--- config.mk ---
export PLATFORM = sky130hd
export DESIGN_NAME = ps2_rx_checked
export DESIGN_NICKNAME = d
export VERILOG_FILES = /design/src/rtl/ps2_rx_checked.sv
export SDC_FILE = /design/constraint.sdc
export NUM_CORES = 1
export LEC_CHECK = 0
export BUFFER_PORTS_ARGS = -buffer_cell sky130_fd_sc_hd__buf_2
export CAP_MARGIN = 10
export CORE_MARGIN = 5
export CORE_UTILIZATION = 54
export DETAILED_ROUTE_END_ITERATION = 10
export PLACE_DENSITY = 0.81
export SLEW_MARGIN = 10
export SYNTH_ARGS = -nofsm -noshare
export SYNTH_HDL_FRONTEND = slang
export SYNTH_SLANG_ARGS = --single-unit
--- constraint.sdc ---
create_clock -name clk -period 2.05 [get_ports clk]
set_input_delay 0.3075 -clock clk [delete_from_list [all_inputs] [get_ports clk]]
set_output_delay 0.3075 -clock clk [all_outputs]
set_load 0.03 [all_outputs]
--- src/rtl/ps2_rx_checked.sv ---
// ps2_rx_checked
// PS/2 device-to-host frame receiver with a ps2c glitch filter. It checks
// the start bit, odd parity and the stop bit, and has an optional watchdog
// that aborts frames that stall part-way through.
//
// Optional feature macro: PS2_RX_TIMEOUT_EN
//   defined   : the watchdog counter and the abort path are built.
//   undefined : there is no counter, timeout_tick is tied to 0, and a
//               stalled frame is recovered only by reset.
//
// Parameters:
//   FILTER_LEN      depth of the ps2c glitch filter in clk cycles (2..32)
//   TIMEOUT_CYCLES  inter-edge watchdog limit in clk cycles (>= 2)
//
// Ports:
//   clk           system clock
//   reset         asynchronous, active-high reset
//   ps2d          raw PS/2 data line
//   ps2c          raw PS/2 clock line
//   rx_en         permits acceptance of a new start bit
//   rx_busy       high whenever the FSM is not in IDLE
//   rx_done_tick  one-cycle pulse when a frame has completed
//   dout          received data byte (sent LSB first on the wire)
//   parity_err    pulse with rx_done_tick when odd parity failed
//   frame_err     pulse with rx_done_tick when the stop bit was 0
//   timeout_tick  one-cycle pulse when the watchdog aborts a frame

module ps2_rx_checked #(
  parameter int FILTER_LEN     = 8,
  parameter int TIMEOUT_CYCLES = 50000
) (
  input  logic       clk,
  input  logic       reset,
  input  logic       ps2d,
  input  logic       ps2c,
  input  logic       rx_en,
  output logic       rx_busy,
  output logic       rx_done_tick,
  output logic [7:0] dout,
  output logic       parity_err,
  output logic       frame_err,
  output logic       timeout_tick
);

  typedef enum logic [1:0] {
    IDLE,
    DPS,
    LOAD
  } state_t;

  state_t                  state_reg, state_next;
  logic [FILTER_LEN-1:0]   filt_reg;
  logic                    f_ps2c_reg, f_ps2c_next;
  logic                    fall_edge;
  logic [3:0]              n_reg, n_next;
  logic [10:0]             b_reg, b_next;

`ifdef PS2_RX_TIMEOUT_EN
  localparam int WD_W = $clog2(TIMEOUT_CYCLES);
  localparam logic [WD_W-1:0] WD_MAX = WD_W'(TIMEOUT_CYCLES - 1);
  logic [WD_W-1:0] wd_reg, wd_next;
`else
  // The watchdog limit has no effect in this build.
  logic unused_timeout;
  assign unused_timeout = (TIMEOUT_CYCLES > 1);
`endif

  // The start bit stays in the shift register but is never read again:
  // IDLE only accepts an edge when ps2d is already low.
  logic unused_start;
  assign unused_start = b_reg[0];

  // Glitch filter: ps2c shifts in at the MSB, and the filtered clock
  // changes only after FILTER_LEN identical samples in a row.
  always_ff @(posedge clk or posedge reset) begin
    if (reset) begin
      filt_reg   <= '0;
      f_ps2c_reg <= 1'b0;
    end else begin
      filt_reg   <= {ps2c, filt_reg[FILTER_LEN-1:1]};
      f_ps2c_reg <= f_ps2c_next;
    end
  end

  // Filtered clock level. It holds its value while the window is mixed,
  // so short glitches never reach the edge detector.
  always_comb begin
    f_ps2c_next = f_ps2c_reg;
    if (&filt_reg)
      f_ps2c_next = 1'b1;
    else if (~|filt_reg)
      f_ps2c_next = 1'b0;
  end

  assign fall_edge = f_ps2c_reg & ~f_ps2c_next;

  // State, bit counter, shift register and (optional) watchdog registers.
  always_ff @(posedge clk or posedge reset) begin
    if (reset) begin
      state_reg <= IDLE;
      n_reg     <= '0;
      b_reg     <= '0;
`ifdef PS2_RX_TIMEOUT_EN
      wd_reg    <= '0;
`endif
    end else begin
      state_reg <= state_next;
      n_reg     <= n_next;
      b_reg     <= b_next;
`ifdef PS2_RX_TIMEOUT_EN
      wd_reg    <= wd_next;
`endif
    end
  end

  // Next-state logic. Bits are sampled from raw ps2d on each filtered
  // falling edge and shifted in from the top, so the start bit ends up in
  // b_reg[0] and the stop bit in b_reg[10]. In DPS a falling edge takes
  // priority over watchdog expiry in the same cycle.
  always_comb begin
    state_next   = state_reg;
    n_next       = n_reg;
    b_next       = b_reg;
    rx_done_tick = 1'b0;
    timeout_tick = 1'b0;
`ifdef PS2_RX_TIMEOUT_EN
    wd_next      = wd_reg;
`endif
    case (state_reg)
      IDLE: begin
        if (fall_edge && rx_en && !ps2d) begin
          b_next     = {ps2d, b_reg[10:1]};
          n_next     = 4'd9;
          state_next = DPS;
`ifdef PS2_RX_TIMEOUT_EN
          wd_next    = '0;
`endif
        end
      end
      DPS: begin
        if (fall_edge) begin
          b_next = {ps2d, b_reg[10:1]};
`ifdef PS2_RX_TIMEOUT_EN
          wd_next = '0;
`endif
          if (n_reg == 4'd0)
            state_next = LOAD;
          else
            n_next = n_reg - 4'd1;
        end
`ifdef PS2_RX_TIMEOUT_EN
        else if (wd_reg == WD_MAX) begin
          state_next   = IDLE;
          timeout_tick = 1'b1;
          wd_next      = '0;
        end else begin
          wd_next = wd_reg + 1'b1;
        end
`endif
      end
      LOAD: begin
        rx_done_tick = 1'b1;
        state_next   = IDLE;
      end
      default: begin
        state_next = IDLE;
      end
    endcase
  end

  // The error flags are qualified by the done pulse, so they are never
  // seen outside the LOAD cycle.
  assign rx_busy    = (state_reg != IDLE);
  assign dout       = b_reg[8:1];
  assign parity_err = rx_done_tick & ~(^b_reg[9:1]);
  assign frame_err  = rx_done_tick & ~b_reg[10];

endmodule

==> results of run 1 <==
-- per-layer routing --
| layer | vias to the layer above | GRT usage |
|---|---|---|
| met5 | - | 0 |
| met4 | 0 | 0.0397 |
| met3 | 2 | 0.0230 |
| met2 | 12 | 0.210 |
| met1 | 339 | 0.182 |
| li1 | 343 | - |
-- metrics by stage --
| stage | std cells | setup TNS (ns) |
|---|---|---|
| after floorplan | 95 | 0 |
| after global placement | 130 | 0 |
| after detailed placement | 130 | 0 |
| after CTS | 135 | 0 |
| after global routing | 135 | -0.114 |
| final | 135 | 0 |
-- worst max-delay path: stages, from the launching register on --
cell,delay (ns)
dfrtp_1,0.44
xnor2_1,0.14
xnor3_1,0.42
xnor2_1,0.14
nor2_1,0.09
buf_4,0.17
-- power by group --
part | switching [W] | total (W) | internal [W]
Sequential | 0.0000127 | 0.000516 | 0.000504
Combinational | 0.0000193 | 0.0000287 | 0.00000939
Clock | 0.000147 | 0.000221 | 0.0000745
Total | 0.000179 | 0.000766 | 0.000588
-- cell type report --
class,instances,area share
repair buffers,19,0.0817
flip-flops and latches,25,0.486
inverters,4,0.0117
clock inverters,1,0.00584
multi-input cells,55,0.370
clock buffers,3,0.0175
well taps,28,0.0272
-- how the worst max path moves through the flow --
| stage | start | end | slack (ns) | cells past startpoint |
|---|---|---|---|---|
| floorplan | filt_reg[5] | n_reg[0] | 0.25 | 4 |
| global placement | filt_reg[5] | n_reg[0] | 0.30 | 4 |
| detailed placement | filt_reg[5] | n_reg[0] | 0.22 | 4 |
| CTS | b_reg[7] | parity_err | 0.005 | 5 |
| global route | b_reg[6] | parity_err | -0.11 | 5 |
| finish | b_reg[6] | parity_err | 0.02 | 5 |
-- cells in the final DEF (no fill, tap or decap), types with 2 or more instances in the layout --
| master | netlist | routed |
|---|---|---|
| o21ai_1 | 2 | 2 |
| buf_2 | 0 | 15 |
| clkbuf_4 | 0 | 3 |
| nor4_4 | 2 | 2 |
| nand2_1 | 3 | 3 |
| inv_1 | 4 | 4 |
| nor2b_1 | 3 | 3 |
| nand4_1 | 2 | 2 |
| nand2b_1 | 2 | 2 |
| mux2_2 | 11 | 11 |
| nor2_1 | 5 | 5 |
| ha_1 | 2 | 2 |
| dfrtp_1 | 25 | 25 |
| buf_4 | 9 | 4 |
| xnor2_1 | 5 | 4 |
| o21ai_0 | 5 | 5 |
-- cell families (layout without fill, tap and decap cells) --
family          after synthesis  after routing  synth area share
fa+ha+maj                     2              2            0.0211
simple gates                 24             24             0.136
compound gates               10             10            0.0666
mux                          11             11             0.105
flops                        25             25             0.529
other cells                   1              1           0.00317
buf+inv                      15             27            0.0761
xor+xnor                      7              7            0.0634
-- timing repair --
action | 4_1_cts | 5_1_grt
endpoints found under the hold margin | 0 | 0
setup endpoints to repair | 1 | 1
resized for setup | 2 | 0
setup buffers | 1 | 0
==> flow_summary.toml, run 1 <==
[run_status]
status = "finished, final reports clean"

[yosys]
avgSynthCellArea_um2 = 12.5
ys_seq_elements = 25
yosys_warnings = 0
synth_nets = 102
synthTopCellsByArea = "dfrtp_1 (53%), mux2_2 (10%), buf_4 (5.7%)"
yosysTopAreaCellShare = 0.529
synth_edf_count = 0
synth_cells = 95
synth_cell_types = 28
netlist_area_mm2 = 0.00118
yosysMostFrequentCell = "dfrtp_1"
synth_flop_cell = "dfrtp_1"
synth_common_cells = "dfrtp_1 (25), mux2_2 (11), buf_4 (9)"
async_flop_share = 1.00
yosys.area.top_type = "dfrtp_1"
seq_area_frac_synth = 0.529

[setup_path]
r2r_slack_ns = 0.22
reg2reg_depth = 4
crit_path_end_kind = "output pin"
worstSetupStartpointType = "register"
worst-setup-path-type = "register to output pin"
arrival_ns = 1.72
critPathMaxFanout = 4
timing.rr.end = "n_reg[0]"
reg2reg_from = "filt_reg[5]"
critPathRequiredTime_ns = 1.74

[floorplanning]
die_y_um = 56.8
die_area_mm2 = 0.00323
fp.coreArea_mm2 = 0.00215
start_util = 0.551
die_w_um = 56.8
io_pins = 18
rows = 17

[finish]
fin_area_mm2 = 0.00129
diodes = 0
utilization = 0.599
fill_cells = 179
multi_input_area_um2 = 475
syn2layout_area_growth_pct = 8.67
nNetsFinal = 115
drive_gt1_frac = 0.364
largest_reg_flops = 10
seq_area_um2 = 626

[placed_design]
gp_congestion = 0.780
pre_cts_ws_ns = 0.219
numPortBuffers = 16
placement.cell_area_mm2 = 0.00124
dp_hpwl_um = 1440

[min_path]
worstHoldPathType = "input pin to async pin"

[sta]
setup_viol = 0
max_freq_ghz = 0.493
rsz0062_at_grt = "yes"
finClkSkew_ns = 0.0118
finalCritPeriodShare = 0.988
layout_min_cycle_time_ns = 2.03
final.setup.worst_slack_ns = 0.0236
slew_viol_final = 0
finalHoldViolations = 0
hold_slack_ns = 0.00318

[power_and_ir_drop]
power.density_mw_per_mm2 = 596
p_leak_nw = 0.631
power_w = 0.000766
ir_drop_uv = 427

[clock_network]
ctsLongestPathBuffers = 2
h-tree-depth = 1
root_buffer = "clkbuf_4"
cts_tree = "built"
holdBufCountCts = 0
clk_pin_slew_ns = 0.14
insertion_delay_ns = 0.32
cts_buffers = 3
cts.sinks = 25

[route]
top_layer_used = "met4"
first_pass_iters = 4
routedWlPerCell_um = 13.7
finalWirelength_um = 1850
viasPerCell = 5.16
antenna_left = 0
num_vias = 696
wl_met1_um = 797
wl_met3_um = 76
dr_wl_met2_um = 959
drcViolationCount = 0
drt-initial-drc-count = 22

[global_routing]
grt_pass1_wl_um = 3310
grtUsageTotal = 0.131
grt_max_degree = 26
first_global_vias = 679
overflow = 0
antenna_found_initial = 0

[run]
drv_cap = 0
Power figures use the tool's default switching activity.
==> run 2, diff against run 1 <==
--- a/config.mk
+++ b/config.mk
@@ -10,6 +10,7 @@
 export CORE_MARGIN = 5
 export CORE_UTILIZATION = 54
 export DETAILED_ROUTE_END_ITERATION = 10
+export HOLD_SLACK_MARGIN = 0.12
 export PLACE_DENSITY = 0.81
 export SLEW_MARGIN = 10
 export SYNTH_ARGS = -nofsm -noshare
==> run 2 against run 1 <==
  * Sequential power barely moved
  * Critical endpoint unchanged
  * Largest power group unchanged
  * Total power rose by 0.40%
  * Wire length rose by 6.2%
  * Highest routed layer unchanged
==> flow_summary.toml, run 2 (synthesis gave the netlist of run 1 again) <==
[clock_network]
cts_tree = "built"
cts_buffers = 3
root_buffer = "clkbuf_4"
h-tree-depth = 1
cts.sinks = 25
insertion_delay_ns = 0.32
clk_pin_slew_ns = 0.14
ctsLongestPathBuffers = 2

[floorplanning]
die_area_mm2 = 0.00323
die_y_um = 56.8
die_w_um = 56.8
io_pins = 18
start_util = 0.551
rows = 17
fp.coreArea_mm2 = 0.00215

[min_path]
worstHoldPathType = "input pin to register"

[finish]
largest_reg_flops = 10
utilization = 0.608
nNetsFinal = 117
drive_gt1_frac = 0.358
final_common_cell = "dfrtp_1"
syn2layout_area_growth_pct = 10.4
mostFrequentLayoutCells = "dfrtp_1 (25), buf_2 (15), mux2_2 (11)"
diodes = 0
fin_cells = 137

[route]
finalWirelength_um = 1960
drcViolationCount = 0
routedWlPerCell_um = 14.3
drt-initial-drc-count = 13
num_vias = 718
first_pass_iters = 4
viasPerCell = 5.24
antenna_left = 0

[sta]
max_freq_ghz = 0.492
final.setup.tns_ns = 0
setup_viol = 0
finClkSkew_ns = 0.00886
rsz0062_at_grt = "yes"
finalCritPeriodShare = 0.991
slew_viol_final = 0
finalHoldViolations = 0
hold_slack_ns = 0.224
layout_min_cycle_time_ns = 2.03

[setup_path]
critPathMaxFanout = 4
crit_slowest_cell = "dfrtp_1"
worstSetupStartpointType = "register"
worstPathCellList = "xnor2_2 > xnor3_1 > xnor2_1 > nor2_1 > buf_4"
slowest_delay_ns = 0.45
arrival_ns = 1.72
worst-setup-path-type = "register to output pin"
crit_path_end_kind = "output pin"
critPathRequiredTime_ns = 1.74

[global_routing]
overflow = 0
grt_max_degree = 26
antenna_found_initial = 0
grtUsageTotal = 0.138
grt_pass1_wl_um = 3440
first_global_vias = 692

[power_and_ir_drop]
pwr-share-clk = 0.287
power_frac_comb = 0.041
ir_drop_uv = 429
p_leak_nw = 0.639
power.density_mw_per_mm2 = 589
p_sw_w = 0.000179
seq_power_share = 0.672
p_sw_frac = 0.233
p_int_w = 0.000590

[placed_design]
place_inst = 130
gp_congestion = 0.780
dp_hpwl_um = 1440
numPortBuffers = 16

[run_status]
status = "finished, final reports clean"

[run]
drv_cap = 0
## run 2: worst paths after layout
kind	startpoint	to	slack, ns	cells past startpoint
min in group asynchronous	reset	b_reg[8]	0.55	4
min	ps2d	b_reg[10]	0.22	2
max	b_reg[7]	parity_err	0.02	5
max reg2reg	filt_reg[5]	n_reg[0]	0.21	4
min reg2reg	filt_reg[5]	filt_reg[4]	0.47	0
max in group asynchronous	reset	filt_reg[5]	1.25	4
## run 2: area by class of cell
| cell class | count | area, µm² |
|---|---|---|
| clock buffers | 3 | 22.5 |
| clock inverters | 1 | 7.51 |
| fillers | 175 | 842 |
| inverters | 4 | 15.0 |
| multi-input cells | 55 | 475 |
| flip-flops and latches | 25 | 626 |
| well taps | 28 | 35.0 |
| repair buffers | 21 | 125 |
## run 2: power groups by stage
stage          clock network (W)  logic [W]  registers [W]
6_report                0.000221  0.0000317       0.000517
5_1_grt                 0.000256  0.0000362       0.000519
4_1_cts                 0.000231  0.0000327       0.000517
3_5_place_dp                   0  0.0000298       0.000526
3_3_place_gp                   0  0.0000281       0.000525
2_1_floorplan                  0  0.0000217       0.000523
## run 2: layer usage
layer | share of wire | track usage | vias to the layer above
li1 | - | - | 345
met1 | 0.42 | 0.193 | 353
met2 | 0.53 | 0.221 | 18
met3 | 0.039 | 0.0230 | 2
met4 | 0.0082 | 0.0397 | 0
met5 | 0 | 0 | -
## run 2: worst max-delay path, delay by kind of cell (launching register included)
kind / cells / cell delay (ns)
xor+xnor: 3 / 0.69
flops: 1 / 0.45
buf+inv: 1 / 0.17
simple gates: 1 / 0.09
## run 2: through the flow
stage	setup slack (ns)	power, W	instance area, µm²
floorplan	0.247	0.000545	1180
global placement	0.301	0.000553	1240
detailed placement	0.219	0.000556	1240
CTS	0.00498	0.000781	1310
global route	-0.114	0.000811	1310
finish	0.0184	0.000769	1310
## run 2: repair_timing
action | CTS | global route
pin swaps | 0 | 0
gates cloned | 0 | 0
hold buffers | 2 | 0
resized for setup | 2 | 0
buffers inserted | 1 | 0
endpoints found under the setup margin | 1 | 1
hold endpoints to repair | 26 | 0
